==> config.mk <==
export PLATFORM = sky130hd
export DESIGN_NAME = ma_decimator
export DESIGN_NICKNAME = d
export VERILOG_FILES = /design/src/rtl/ma_decimator.sv
export SDC_FILE = /design/constraint.sdc
export NUM_CORES = 1
export LEC_CHECK = 0
export BUFFER_PORTS_ARGS = -buffer_cell sky130_fd_sc_hd__buf_2
export CAP_MARGIN = 5
export CORE_ASPECT_RATIO = 0.7
export CORE_MARGIN = 2
export CORE_UTILIZATION = 40
export CTS_BUF_LIST = sky130_fd_sc_hd__clkbuf_4
export CTS_CLUSTER_SIZE = 30
export DETAILED_ROUTE_END_ITERATION = 6
export SYNTH_ARGS = -nofsm -noshare
export SYNTH_HDL_FRONTEND = slang
export SYNTH_SLANG_ARGS = --single-unit
==> constraint.sdc <==
create_clock -name clk -period 2.7 [get_ports clk]
set_input_delay 0.54 -clock clk [delete_from_list [all_inputs] [get_ports clk]]
set_output_delay 0.54 -clock clk [all_outputs]
set_load 0.01 [all_outputs]
==> src/rtl/ma_decimator.sv <==
// Decimator with a first-word-fall-through output FIFO that follows the moving-average filter.
// Optional MA_DECIMATOR_DROP_CNT_EN adds an 8-bit saturating drop counter on port drop_cnt.
module ma_decimator #(
  parameter int BIT_WIDTH  = 16,
  parameter int FIFO_DEPTH = 4
) (
  input  logic                        clk,
  input  logic                        reset_n,
  input  logic signed [BIT_WIDTH-1:0] din,
  input  logic                        din_valid,
  input  logic [2:0]                  dec_sel,
  output logic signed [BIT_WIDTH-1:0] dout,
  output logic                        dout_valid,
  input  logic                        dout_ready,
  output logic                        ovf,
  input  logic                        clr_ovf
`ifdef MA_DECIMATOR_DROP_CNT_EN
  ,output logic [7:0]                 drop_cnt
`endif
);

  localparam int PTR_W = $clog2(FIFO_DEPTH);

  function automatic logic [4:0] last_phase(input logic [2:0] sel);
    case (sel)
      3'd0:    return 5'd0;
      3'd1:    return 5'd1;
      3'd2:    return 5'd3;
      3'd3:    return 5'd7;
      3'd4:    return 5'd15;
      default: return 5'd31;
    endcase
  endfunction

  logic [2:0]                  dec_sel_p0;
  logic [4:0]                  phase;
  logic                        sel_change;
  logic                        wr_req;
  logic                        wr_en;
  logic                        pop;
  logic                        full;
  logic                        drop;
  logic [PTR_W-1:0]            wr_ptr;
  logic [PTR_W-1:0]            rd_ptr;
  logic [PTR_W:0]              occ;
  logic signed [BIT_WIDTH-1:0] mem [FIFO_DEPTH];

  // A dec_sel change swallows the current edge so the new factor starts from a clean phase.
  assign sel_change = (dec_sel != dec_sel_p0);
  assign wr_req     = din_valid && !sel_change && (phase == last_phase(dec_sel_p0));
  assign dout_valid = (occ != '0);
  assign pop        = dout_valid && dout_ready;
  assign full       = (occ == (PTR_W+1)'(FIFO_DEPTH));
  assign wr_en      = wr_req && (!full || pop);
  assign drop       = wr_req && full && !pop;
  assign dout       = dout_valid ? mem[rd_ptr] : '0;

  always_ff @(posedge clk or negedge reset_n) begin
    if (!reset_n) begin
      dec_sel_p0 <= '0;
      phase      <= '0;
    end else begin
      dec_sel_p0 <= dec_sel;
      if (sel_change)
        phase <= '0;
      else if (din_valid)
        phase <= (phase == last_phase(dec_sel_p0)) ? 5'd0 : phase + 5'd1;
    end
  end

  // Decimation / FIFO write boundary
  always_ff @(posedge clk) begin
    if (wr_en)
      mem[wr_ptr] <= din;
  end

  always_ff @(posedge clk or negedge reset_n) begin
    if (!reset_n) begin
      wr_ptr <= '0;
      rd_ptr <= '0;
      occ    <= '0;
      ovf    <= 1'b0;
    end else begin
      if (wr_en)
        wr_ptr <= wr_ptr + PTR_W'(1);
      if (pop)
        rd_ptr <= rd_ptr + PTR_W'(1);
      case ({wr_en, pop})
        2'b10:   occ <= occ + (PTR_W+1)'(1);
        2'b01:   occ <= occ - (PTR_W+1)'(1);
        default: occ <= occ;
      endcase
      if (drop)
        ovf <= 1'b1;
      else if (clr_ovf)
        ovf <= 1'b0;
    end
  end

`ifdef MA_DECIMATOR_DROP_CNT_EN
  always_ff @(posedge clk or negedge reset_n) begin
    if (!reset_n)
      drop_cnt <= '0;
    else if (clr_ovf)
      drop_cnt <= drop ? 8'd1 : 8'd0;
    else if (drop && (drop_cnt != 8'hFF))
      drop_cnt <= drop_cnt + 8'd1;
  end
`endif

endmodule

==> impl_metrics.toml, run 1 <==
[status]
status = "complete, no violations"

[timing]
holdWs_ps = 233.2
max_freq_mhz = 402.8
slew_headroom_pct = 72.82
fin_ws_ps = 217.6
hold_viol = 0
setup_violations = 0
worst_pin_slew_ps = 405.9
clock_skew_ps = 16.71
fin_crit_ps = 2482
slew_viol_final = 0
rsz0062_at_grt = "false"
fin_tns_setup_ps = 0
finalCritPeriodShare_pct = 91.94

[setup_path]
slowest_stage = "mux4_2"
cpLargestDelayFamily = "multiplexers"
crit_chain = "buf_4, mux4_2, and2_1, buf_2"
cp_max_fo = 12
crit_type = "register to output port"
cp_num_cells = 4
endpoint_kind = "output port"
r2r_start = "phase[0]$_DFFE_PN0P_"
critPathBufInv = 2
required_ps = 2160
slowest_delay_ps = 550
critical_path_arrival_ps = 1940
reg2reg_depth = 9
start_kind = "register"
critPathLaunch = "rd_ptr[0]$_DFFE_PN0P_"

[detailed_routing]
drtAntennaViolNets = 0
drt_pass1_iterations = 4
post_drt_via_cell_ratio = 4.972
vias = 1780
drc_errors = 0
initialDrtViolationCount = 73
wl_per_cell_um = 16.81
routed_wl_um = 6018

[power]
ir_worst_vdd_mv = 0.3985
finalPower_mw = 3.090
powerDensity_nw_per_um2 = 795.7
p_leak_nw = 1.448

[global_route]
grt_first_pass_wirelength_um = 9508
track_usage_pct = 14.72
grt-ovfl-total = 0
antenna_found_initial = 0
grt_pass1_vias = 1762
grt_start_max_net_pins = 20

[synth]
synthesis.area_sq_um = 3347
yosysSeqAreaShare_pct = 69.38
synth-edff-count = 64
synth-async-reset-ratio_pct = 20.00
ys_types = 40
syn-num-nets = 225
post_synth_inst_count = 195
ys.flop_type = "edfxtp_1"
ys_ff_latch = 80
avgSynthCellArea_sq_um = 17.16
yosysWarningCount = 0

[floorplanning]
fp.dieW_um = 113.3
die_area_sq_um = 9126
pin_count = 42
core_area_sq_um = 8006
row_count = 27
die_h_um = 80.53
start_util_pct = 41.80

[cts]
clock-sinks = 80
insertion_delay_ps = 430
clockBufferDepth = 2
tritoncts = "built"
cts_resized = 0
cts_root_buf = "clkbuf_4"
clk_pin_slew_ps = 120
numCtsBuffers = 9
cts_max_level = 3

[finish]
antenna_cells = 0
num-fill-cells = 725
regArea_sq_um = 2322
multi_input_area_sq_um = 972.2
drive_above_1_share_pct = 35.80
fin_nets = 282
area_growth_pct = 16.04
stdcell_area_sq_um = 3884
mostFrequentLayoutCells = "edfxtp_1 (64), buf_2 (41), and2_1 (20)"
final_common_cell = "edfxtp_1"

[place]
port_buffers = 41
dp.final_hpwl_um = 4116
dp_slack_ps = 272.7
placed_area_sq_um = 3739
gp_congestion = 0.7884

[worst_hold_path]
hold_start = "dec_sel[0]"
hold_depth = 1
hold_path_class = "input pin to register"

[flow_run]
drv_cap = 0
==> power by group <==
group          leakage [nW]  switching, mW  total [mW]  internal (mW)
sequential            0.771         0.0432        1.42           1.38
combinational         0.595          0.473       0.983          0.510
clock                0.0811          0.377       0.687          0.310
==> cells in the mapped netlist, types with 3 or more instances <==
cell type,count,area [sq um]
and2_1,20,125.1
buf_2,3,15.01
clkbuf_1,5,18.77
dfrtp_1,16,400.4
edfxtp_1,64,1922
ha_1,5,62.56
inv_1,4,15.01
mux4_2,16,360.4
nand2_1,9,33.78
nand3_1,4,20.02
nor2_1,4,15.01
o21ai_0,4,20.02
xnor2_1,5,43.79
xor2_1,6,52.55
==> state kept, by name, summed over array words and instances (netlist names) <==
name        flops
ovf             1
mem            64
rd_ptr          2
dec_sel_p0      3
phase           5
occ             3
wr_ptr          2
==> layout make-up <==
class / count / area share (%)
clock buffers: 12 / 2.320
clock inverters: 4 / 1.160
inverters: 4 / 0.3866
multi-input cells: 102 / 25.03
flip-flops and latches: 80 / 59.79
well taps: 101 / 3.254
repair buffers: 55 / 8.054
==> per-layer routing <==
layer  vias to the layer above  routed length, um  global-route usage (%)
met5                         -                  0                       0
met4                         0                105                   7.073
met3                        11                311                   5.283
met2                        42               2718                   21.50
met1                       875               2883                   19.65
li1                        852                  -                       -
==> worst reg2reg max path: cells and delay by family, from the launching register on <==
family | cells | cell delay, ps
adder cells (fa/ha/maj) | 1 | 380
AND/OR/NAND/NOR | 4 | 710
flip-flops | 1 | 460
AO/OA/AOI/OAI | 3 | 660
XOR/XNOR | 1 | 140
==> cells by family (layout without fill, tap and decap cells) <==
family,after synthesis,in the layout,synth area share [%]
buf+inv,13,75,1.570
xor+xnor,11,11,2.878
mux,16,16,10.77
fa+ha+maj,6,6,2.467
simple gates,50,50,8.636
compound gates,19,19,4.299
flops,80,80,69.38
==> repair_timing <==
action / CTS / global route
hold endpoints to repair: 16 / 0
hold buffers: 1 / 0
buffers inserted: 0 / 0
==> final timing paths <==
kind / to / slack, ps
worst max-delay path: dout[4] / 220
worst min-delay path: dec_sel_p0[0]$_DFF_PN0_ / 230
worst max register to register: occ[2]$_DFFE_PN0P_ / 250
worst min register to register: occ[2]$_DFFE_PN0P_ / 510
max in group asynchronous: wr_ptr[1]$_DFFE_PN0P_ / 1890
min in group asynchronous: dec_sel_p0[0]$_DFF_PN0_ / 540
==> metrics by stage <==
step	std cells	utilization [%]
2_1_floorplan	195	-
3_3_place_gp	341	46.69
3_5_place_dp	341	46.69
4_1_cts	358	48.51
5_1_grt	358	48.51
6_report	358	48.51
Power figures use the tool's default switching activity.
==> inputs of run 2 (changes only) <==
==> constraint.sdc (replaced) <==
create_clock -name clk -period 2.3 [get_ports clk]
set_input_delay 0.46 -clock clk [delete_from_list [all_inputs] [get_ports clk]]
set_output_delay 0.46 -clock clk [all_outputs]
set_load 0.01 [all_outputs]
==> impl_metrics.toml, run 2 (synthesis gave the netlist of run 1 again) <==
[worst_hold_path]
hold_path_class = "input pin to register"

[finish]
finish.utilization_pct = 51.63
fin_nets = 285
antenna_cells = 0
num-fill-cells = 666
regArea_sq_um = 2326
final_common_cell = "edfxtp_1"
mostFrequentLayoutCells = "edfxtp_1 (64), buf_2 (29), mux4_2 (16)"
drive_above_1_share_pct = 45.38
area_growth_pct = 23.51
instances_no_fill = 361
multi_input_area_sq_um = 1059
top_register = "mem"
largest_reg_flops = 64
largestRegisters = "mem x64, phase x5"

[floorplanning]
row_count = 27
fp.dieW_um = 113.3
die_area_sq_um = 9126
core_area_sq_um = 8006
start_util_pct = 41.80
pin_count = 42
die_h_um = 80.53

[cts]
tritoncts = "built"
clockBufferDepth = 2
numCtsBuffers = 9
cts_root_buf = "clkbuf_4"
clk_pin_slew_ps = 130
clock-sinks = 80
insertion_delay_ps = 430
cts_max_level = 3

[global_route]
grt_start_max_net_pins = 20
grt_pass1_vias = 1764
track_usage_pct = 14.92
grt_first_pass_wirelength_um = 9646
antenna_found_initial = 0
grt-ovfl-total = 0

[timing]
setup_violations = 0
finalCritPeriodShare_pct = 99.13
max_freq_mhz = 438.6
worst_pin_slew_ps = 416.0
clock_skew_ps = 15.76
slew_headroom_pct = 72.05
hold_viol = 0
fin_crit_ps = 2280
slew_viol_final = 0
holdWs_ps = 150.1
rsz0062_at_grt = "true"

[setup_path]
cp_max_fo = 7
crit_type = "register to register"
start_kind = "register"
endpoint_kind = "register"
r2r_end = "occ[2]$_DFFE_PN0P_"
required_ps = 2630
setup.worst_path.end = "occ[2]$_DFFE_PN0P_"
critPathLaunch = "dec_sel_p0[1]$_DFF_PN0_"
r2r_slack_ps = 20
critical_path_arrival_ps = 2610
r2r_start = "dec_sel_p0[1]$_DFF_PN0_"
reg2reg_depth = 9

[power]
powerDensity_nw_per_um2 = 953.4
ir_worst_vdd_mv = 0.4288
finalPower_mw = 3.941
p_leak_nw = 1.529

[detailed_routing]
wl_per_cell_um = 16.53
initialDrtViolationCount = 96
routed_wl_um = 5969
vias = 1821
post_drt_via_cell_ratio = 5.044
drc_errors = 0
drt_pass1_iterations = 4
drtAntennaViolNets = 0

[status]
status = "complete, no violations"

[place]
gp_congestion = 0.8531
placed_cells = 342
port_buffers = 41
dp.final_hpwl_um = 3962

[flow_run]
drv_cap = 0
==> run 2: worst max-delay path, stage by stage (launching register included) <==
cell	delay, ps
dfrtp_2	480
or2_4	260
o31ai_4	240
o221ai_2	150
or2_1	250
nor2b_4	130
fa_2	360
nor2_2	110
a22oi_2	70
xnor2_1	130
==> run 2: through the flow <==
| stage | area [sq um] | TNS [ps] | worst slack (ps) |
|---|---|---|---|
| final | 4134 | 0 | 19.93 |
| after global placement | 3836 | 0 | 31.02 |
| after floorplan | 3374 | 0 | 15.65 |
| after CTS | 4055 | -158.3 | -19.86 |
| after global routing | 4134 | -963.9 | -82.24 |
| after detailed placement | 3836 | 0 | 22.05 |
==> run 2: layout make-up <==
cell class	instances	share of cell area [%]
clock inverters	7	1.150
inverters	4	0.3632
repair buffers	58	11.92
well taps	101	3.057
flip-flops and latches	80	56.27
clock buffers	9	1.634
multi-input cells	102	25.61
==> run 2: power breakdown <==
group          switching (mW)  internal [mW]  total, mW
logic                   0.592          0.950       1.54
registers              0.0808           1.62       1.70
clock network           0.478          0.221      0.699
total                    1.15           2.79       3.94
==> run 2: layer usage <==
layer / vias to the layer above / wire length, um / track usage [%]
met3: 11 / 349 / 5.660
met1: 894 / 2962 / 21.33
li1: 863 / - / -
met4: 0 / 101 / 5.976
met5: - / 0 / 0
met2: 53 / 2556 / 20.42
==> run 2: worst min path at each step <==
| stage | start | end | slack (ps) | depth (start not counted) |
|---|---|---|---|---|
| floorplan | reset_n | dec_sel_p0[0]$_DFF_PN0_ | 160 | 0 |
| global placement | reset_n | dec_sel_p0[0]$_DFF_PN0_ | 400 | 1 |
| detailed placement | reset_n | phase[4]$_DFFE_PN0P_ | 400 | 1 |
| CTS | dec_sel[2] | dec_sel_p0[2]$_DFF_PN0_ | 120 | 1 |
| global route | dec_sel[2] | dec_sel_p0[2]$_DFF_PN0_ | 110 | 1 |
| finish | dec_sel[2] | dec_sel_p0[2]$_DFF_PN0_ | 150 | 1 |
==> run 2: what timing repair did <==
item,4_1_cts,5_1_grt
endpoints found under the setup margin,12,82
hold buffers,1,0
buffers inserted,1,1
hold endpoints to repair,16,0
pin swaps,3,5
cloned,0,0
resized for setup,20,21
